`src/rtl/conway_sequencer.sv`:
```
`default_nettype none
// ============================================================================
//  Module      : conway_sequencer
//  Description : Generation controller for the Game of Life cell array. Loads
//                the initial pattern, then single-steps or free-runs the grid
//                at a programmable rate, tracking stable/extinct boards.
//  Revision    : 1.0  initial release
// ============================================================================
module conway_sequencer #(
    parameter int N        = 64,
    parameter int PERIOD_W = 24,
    parameter int GEN_W    = 16
) (
    input  logic                clk,
    input  logic                rst,
    input  logic                load_req,
    input  logic                run,
    input  logic                step_req,
    input  logic                halt_on_stable,
    input  logic [PERIOD_W-1:0] period,
    input  logic [GEN_W-1:0]    max_gens,
    input  logic [N-1:0]        board_state,
    output logic                board_rst,
    output logic                board_ena,
    output logic [GEN_W-1:0]    gen_count,
    output logic                running,
    output logic                stable,
    output logic                extinct,
    output logic                done
);

    localparam logic [2:0] c_ST_IDLE  = 3'd0;
    localparam logic [2:0] c_ST_LOAD  = 3'd1;
    localparam logic [2:0] c_ST_STEP  = 3'd2;
    localparam logic [2:0] c_ST_CHECK = 3'd3;
    localparam logic [2:0] c_ST_WAIT  = 3'd4;

    localparam logic [GEN_W-1:0] c_GEN_MAX = {GEN_W{1'b1}};

    logic [2:0]          r_state;
    logic [2:0]          w_next;
    logic [N-1:0]        r_snapshot;
    logic [PERIOD_W-1:0] r_wait;
    logic [GEN_W-1:0]    r_gen;
    logic                r_running;
    logic                r_stable;
    logic                r_extinct;
    logic                r_done;

    logic w_same;
    logic w_zero;
    logic w_halt;

    // In CHECK the board already holds the new generation; the snapshot holds the old one.
    assign w_same = (board_state == r_snapshot);
    assign w_zero = (board_state == '0);
    assign w_halt = (halt_on_stable && (w_same || w_zero)) ||
                    ((max_gens != '0) && (r_gen == max_gens));

    always_ff @(posedge clk) begin
        if (rst) begin
            r_state <= c_ST_IDLE;
        end else begin
            r_state <= w_next;
        end
    end

    always_comb begin
        w_next = r_state;
        if (load_req) begin
            w_next = c_ST_LOAD;
        end else begin
            case (r_state)
                c_ST_IDLE: begin
                    if (run || step_req) begin
                        w_next = c_ST_STEP;
                    end
                end
                c_ST_LOAD:  w_next = c_ST_IDLE;
                c_ST_STEP:  w_next = c_ST_CHECK;
                c_ST_CHECK: begin
                    if (!r_running || w_halt || !run) begin
                        w_next = c_ST_IDLE;
                    end else begin
                        w_next = c_ST_WAIT;
                    end
                end
                c_ST_WAIT: begin
                    if (!run) begin
                        w_next = c_ST_IDLE;
                    end else if (r_wait == '0) begin
                        w_next = c_ST_STEP;
                    end
                end
                default:    w_next = c_ST_IDLE;
            endcase
        end
    end

    always_comb begin
        board_rst = (r_state == c_ST_LOAD);
        board_ena = (r_state == c_ST_STEP);
        gen_count = r_gen;
        running   = r_running;
        stable    = r_stable;
        extinct   = r_extinct;
        done      = r_done;
    end

    always_ff @(posedge clk) begin
        if (rst) begin
            r_snapshot <= '0;
            r_wait     <= '0;
            r_gen      <= '0;
            r_running  <= 1'b0;
            r_stable   <= 1'b0;
            r_extinct  <= 1'b0;
            r_done     <= 1'b0;
        end else begin
            r_done <= 1'b0;
            // A load request pre-empts any step bookkeeping in the current state.
            if (load_req || (r_state == c_ST_LOAD)) begin
                r_gen     <= '0;
                r_running <= 1'b0;
                r_stable  <= 1'b0;
                r_extinct <= 1'b0;
            end else begin
                case (r_state)
                    c_ST_IDLE: begin
                        if (run) begin
                            r_running <= 1'b1;
                        end
                    end
                    c_ST_STEP: begin
                        r_snapshot <= board_state;
                        if (r_gen != c_GEN_MAX) begin
                            r_gen <= r_gen + 1'b1;
                        end
                    end
                    c_ST_CHECK: begin
                        r_stable  <= w_same;
                        r_extinct <= w_zero;
                        if (r_running) begin
                            if (w_halt) begin
                                r_done    <= 1'b1;
                                r_running <= 1'b0;
                            end else if (!run) begin
                                r_running <= 1'b0;
                            end else begin
                                r_wait <= period;
                            end
                        end
                    end
                    c_ST_WAIT: begin
                        if (!run) begin
                            r_running <= 1'b0;
                        end else if (r_wait != '0) begin
                            r_wait <= r_wait - 1'b1;
                        end
                    end
                    default: ;
                endcase
            end
        end
    end

endmodule
`default_nettype wire

```
`config.mk`:
```
export PLATFORM = sky130hd
export DESIGN_NAME = conway_sequencer
export DESIGN_NICKNAME = d
export VERILOG_FILES = /design/src/rtl/conway_sequencer.sv
export SDC_FILE = /design/constraint.sdc
export NUM_CORES = 1
export LEC_CHECK = 0
export BUFFER_PORTS_ARGS = -buffer_cell sky130_fd_sc_hd__buf_2
export CAP_MARGIN = 15
export CELL_PAD_IN_SITES_DETAIL_PLACEMENT = 1
export CELL_PAD_IN_SITES_GLOBAL_PLACEMENT = 1
export CORE_UTILIZATION = 25
export DETAILED_ROUTE_END_ITERATION = 8
export GPL_ROUTABILITY_DRIVEN = 0
export PLACE_DENSITY_LB_ADDON = 0.25
export SLEW_MARGIN = 20
export SYNTH_ARGS = -nofsm -noshare
export SYNTH_HDL_FRONTEND = slang
export SYNTH_SLANG_ARGS = --single-unit
```
`constraint.sdc`:
```
create_clock -name clk -period 3.1 [get_ports clk]
set_input_delay 0.155 -clock clk [delete_from_list [all_inputs] [get_ports clk]]
set_output_delay 0.155 -clock clk [all_outputs]
set_load 0.02 [all_outputs]
```
==> results.py <==
metrics = {
    "clock_network": {
        "cts.path.max_buffers": 2,
        "cts_tree": "done",
        "cts_buffers": 9,
        "cts.sink_count": 111,
        "hold_buffers": 0,
        "clk_pin_slew_ps": 80,
        "post_cts_buffers": 0,
        "root_buffer": "clkbuf_16",
        "cts_resized": 0,
        "worstSkewPairLatency_ps": 360,
        "htreeDepth": 3,
    },
    "detailed_routing": {
        "drtPass1Iterations": 4,
        "via_per_inst": 4.88,
        "totalWireLength_mm": 19.4,
        "drcViolationCount": 0,
        "post_drt_wl_per_cell_um": 16.8,
        "drt_iter0_drc": 213,
        "postRouteAntennaNets": 0,
        "via_count": 5638,
    },
    "global_route": {
        "grt_pass1_vias": 5658,
        "grt.total_usage_pct": 16.6,
        "grt.overflow.total": 0,
        "grt_max_degree": 70,
        "antenna_found_initial": 2,
        "grt_pass1_wl_mm": 30.7,
    },
    "timing": {
        "final_max_slew_viol_count": 0,
        "finalSetupViolations": 0,
        "slew_headroom_pct": 45.7,
        "min_period_ps": 2780,
        "setup_slack_ps": 316,
        "rsz0062_at_grt": "no",
        "tightestPinTransition_ps": 814,
        "fmax_mhz": 359,
        "finalCritPeriodShare_pct": 89.8,
        "timing.setup.tns_ps": 0,
        "clock_skew_ps": 10.0,
        "hold_viol": 0,
        "holdWs_ps": 57.7,
    },
    "die": {
        "ios": 132,
        "design.core.area_um2": 22600,
        "die_y_um": 154,
        "dieWidth_um": 154,
        "initial_core_util_pct": 25.6,
        "die-area_um2": 23800,
        "rows": 55,
    },
    "power_and_ir_drop": {
        "p_seq_share_pct": 48.6,
        "leakagePower_nw": 2.84,
        "switchingPower_mw": 0.800,
        "p_per_area_nw_per_um2": 423,
        "swShare_pct": 26.6,
        "p_comb_share_pct": 10.3,
        "internal_power_mw": 2.20,
        "clockPowerShare_pct": 41.1,
        "vdd_drop_max_mv": 0.280,
    },
    "hold_path": {
        "hold_path.startpoint": "board_state[56]",
        "hold_class": "input port to register",
    },
    "worst_setup_path": {
        "r2r-start": "r_wait[0]",
        "cp-end-kind": "register",
        "worstPathMaxFanout": 23,
        "start_kind": "register",
        "worst-setup-path-type": "register to register",
        "cp.required_ps": 3360,
        "cp_data_arrival_time_ps": 3050,
        "startpoint": "r_wait[0]",
    },
    "layout": {
        "seq_area_um2": 2220,
        "drive_gt1_share_pct": 20.3,
        "final_common_cell": "nand2_1",
        "nets": 976,
        "syn_to_final_growth_pct": 22.7,
        "fin_cells": 1155,
        "fillerInstances": 2770,
        "final_cell_mix": "153 x nand2_1, 131 x buf_2, 111 x dfxtp_1",
        "multiInputGateArea_um2": 3360,
    },
    "job": {
        "maxCapViolCount": 0,
    },
    "yosys": {
        "synth_cell_type_count": 55,
        "synth_area_um2": 5790,
        "syn_inst": 745,
        "synth_seq_area_share_pct": 38.4,
        "yosys_warnings": 0,
        "async_flop_share_pct": 0,
        "syn_area_per_cell_um2": 7.77,
        "ys.flop_type": "dfxtp_1",
        "syn_nets": 857,
        "synth_seq_cells": 111,
        "synth-edff-count": 0,
    },
    "placed_design": {
        "hpwl_mm": 14.3,
        "port_buffers": 131,
        "placed_cells": 1138,
        "post-place-ws_ps": 322,
    },
    "run_status": {
        "status": "complete, no violations",
    },
}
flip-flops by register name, indices dropped and copies added, names as in the netlist:
| name | count |
|---|---|
| r_state | 3 |
| stable | 1 |
| running | 1 |
| r_snapshot | 64 |
| r_wait | 24 |
| extinct | 1 |
| done | 1 |
| gen_count | 16 |
cells in the mapped netlist, types with 2 or more instances:
cell type | n | share of area, %
nand2_1 | 153 | 9.9
nor4_1 | 46 | 5.0
nor2_1 | 48 | 3.1
nand4_1 | 20 | 2.2
nand3_1 | 7 | 0.61
o21ai_0 | 5 | 0.43
buf_2 | 4 | 0.35
or3_1 | 10 | 1.1
dfxtp_1 | 111 | 38
o31ai_1 | 6 | 0.78
o21a_1 | 2 | 0.26
o21ai_1 | 6 | 0.52
o211ai_1 | 8 | 1.0
o31a_1 | 2 | 0.30
ha_1 | 2 | 0.43
a211o_1 | 2 | 0.30
inv_1 | 12 | 0.78
nor3_1 | 11 | 0.95
a22oi_1 | 5 | 0.65
xor2_1 | 73 | 11
and3_1 | 8 | 0.86
or2_2 | 2 | 0.22
xnor2_1 | 20 | 3.0
clkbuf_1 | 33 | 2.1
a21oi_1 | 103 | 8.9
and4_1 | 3 | 0.45
o32ai_1 | 5 | 0.76
o22ai_1 | 7 | 0.76
nand2b_1 | 5 | 0.54
path summary, 6_finish.rpt:
check                                       to  slack [ps]  cells after the start
worst max-delay path                 r_wait[0]         320                     10
worst min-delay path            r_snapshot[56]          60                      3
worst max register to register       r_wait[0]         320                     10
worst min register to register   r_snapshot[5]         470                      2
metal layers:
layer / vias up / GRT usage [%] / wire length [um]
li1: 2845 / - / -
met1: 2676 / 21.6 / 9230
met2: 101 / 28.1 / 9230
met3: 14 / 2.99 / 768
met4: 2 / 3.86 / 178
met5: - / 0 / 13
worst max-delay path, stage by stage, from the launching register on:
cell and delay (ps):
dfxtp_1 320, inv_1 90, ha_1 210, or4b_4 500, nand3b_2 270, nor3_4 310, a21oi_2 130, o31ai_4 380
buf_12 210, a21oi_1 60, o32ai_1 220
cell families (layout without fill, tap and decap cells):
kind of cell	count (synthesis)	in the layout	share of synthesized area (%)
flops	111	111	38.4
other cells	0	1	0
mux	1	1	0.173
fa+ha+maj	2	2	0.432
xor+xnor	93	93	14.1
compound gates	160	160	16.3
simple gates	325	325	26.9
buf+inv	53	177	3.72
layout make-up:
type | instances | area share [%]
multi-input combinational | 581 | 47.3
sequential | 111 | 31.3
timing repair buffer | 147 | 11.3
tap | 285 | 5.02
antenna | 1 | 0.0352
clock buffer | 9 | 3.17
clock inverter | 7 | 1.13
inverter | 14 | 0.740
power by group through the flow:
stage	registers [mW]	logic [mW]	clock network (mW)
after CTS	1.46	0.317	1.29
after global routing	1.46	0.343	1.34
final	1.46	0.310	1.24
after detailed placement	1.49	0.316	0
after floorplan	1.49	0.143	0
after global placement	1.49	0.315	0
stage by stage:
stage / power, mW / area, um2 / util [%]
6_report: 3.00 / 7100 / 31.4
5_1_grt: 3.15 / 7100 / 31.3
4_1_cts: 3.07 / 7100 / 31.3
3_5_place_dp: 1.81 / 6790 / 30.0
3_3_place_gp: 1.81 / 6790 / 30.0
2_1_floorplan: 1.63 / 5790 / -
Power figures use the tool's default switching activity.
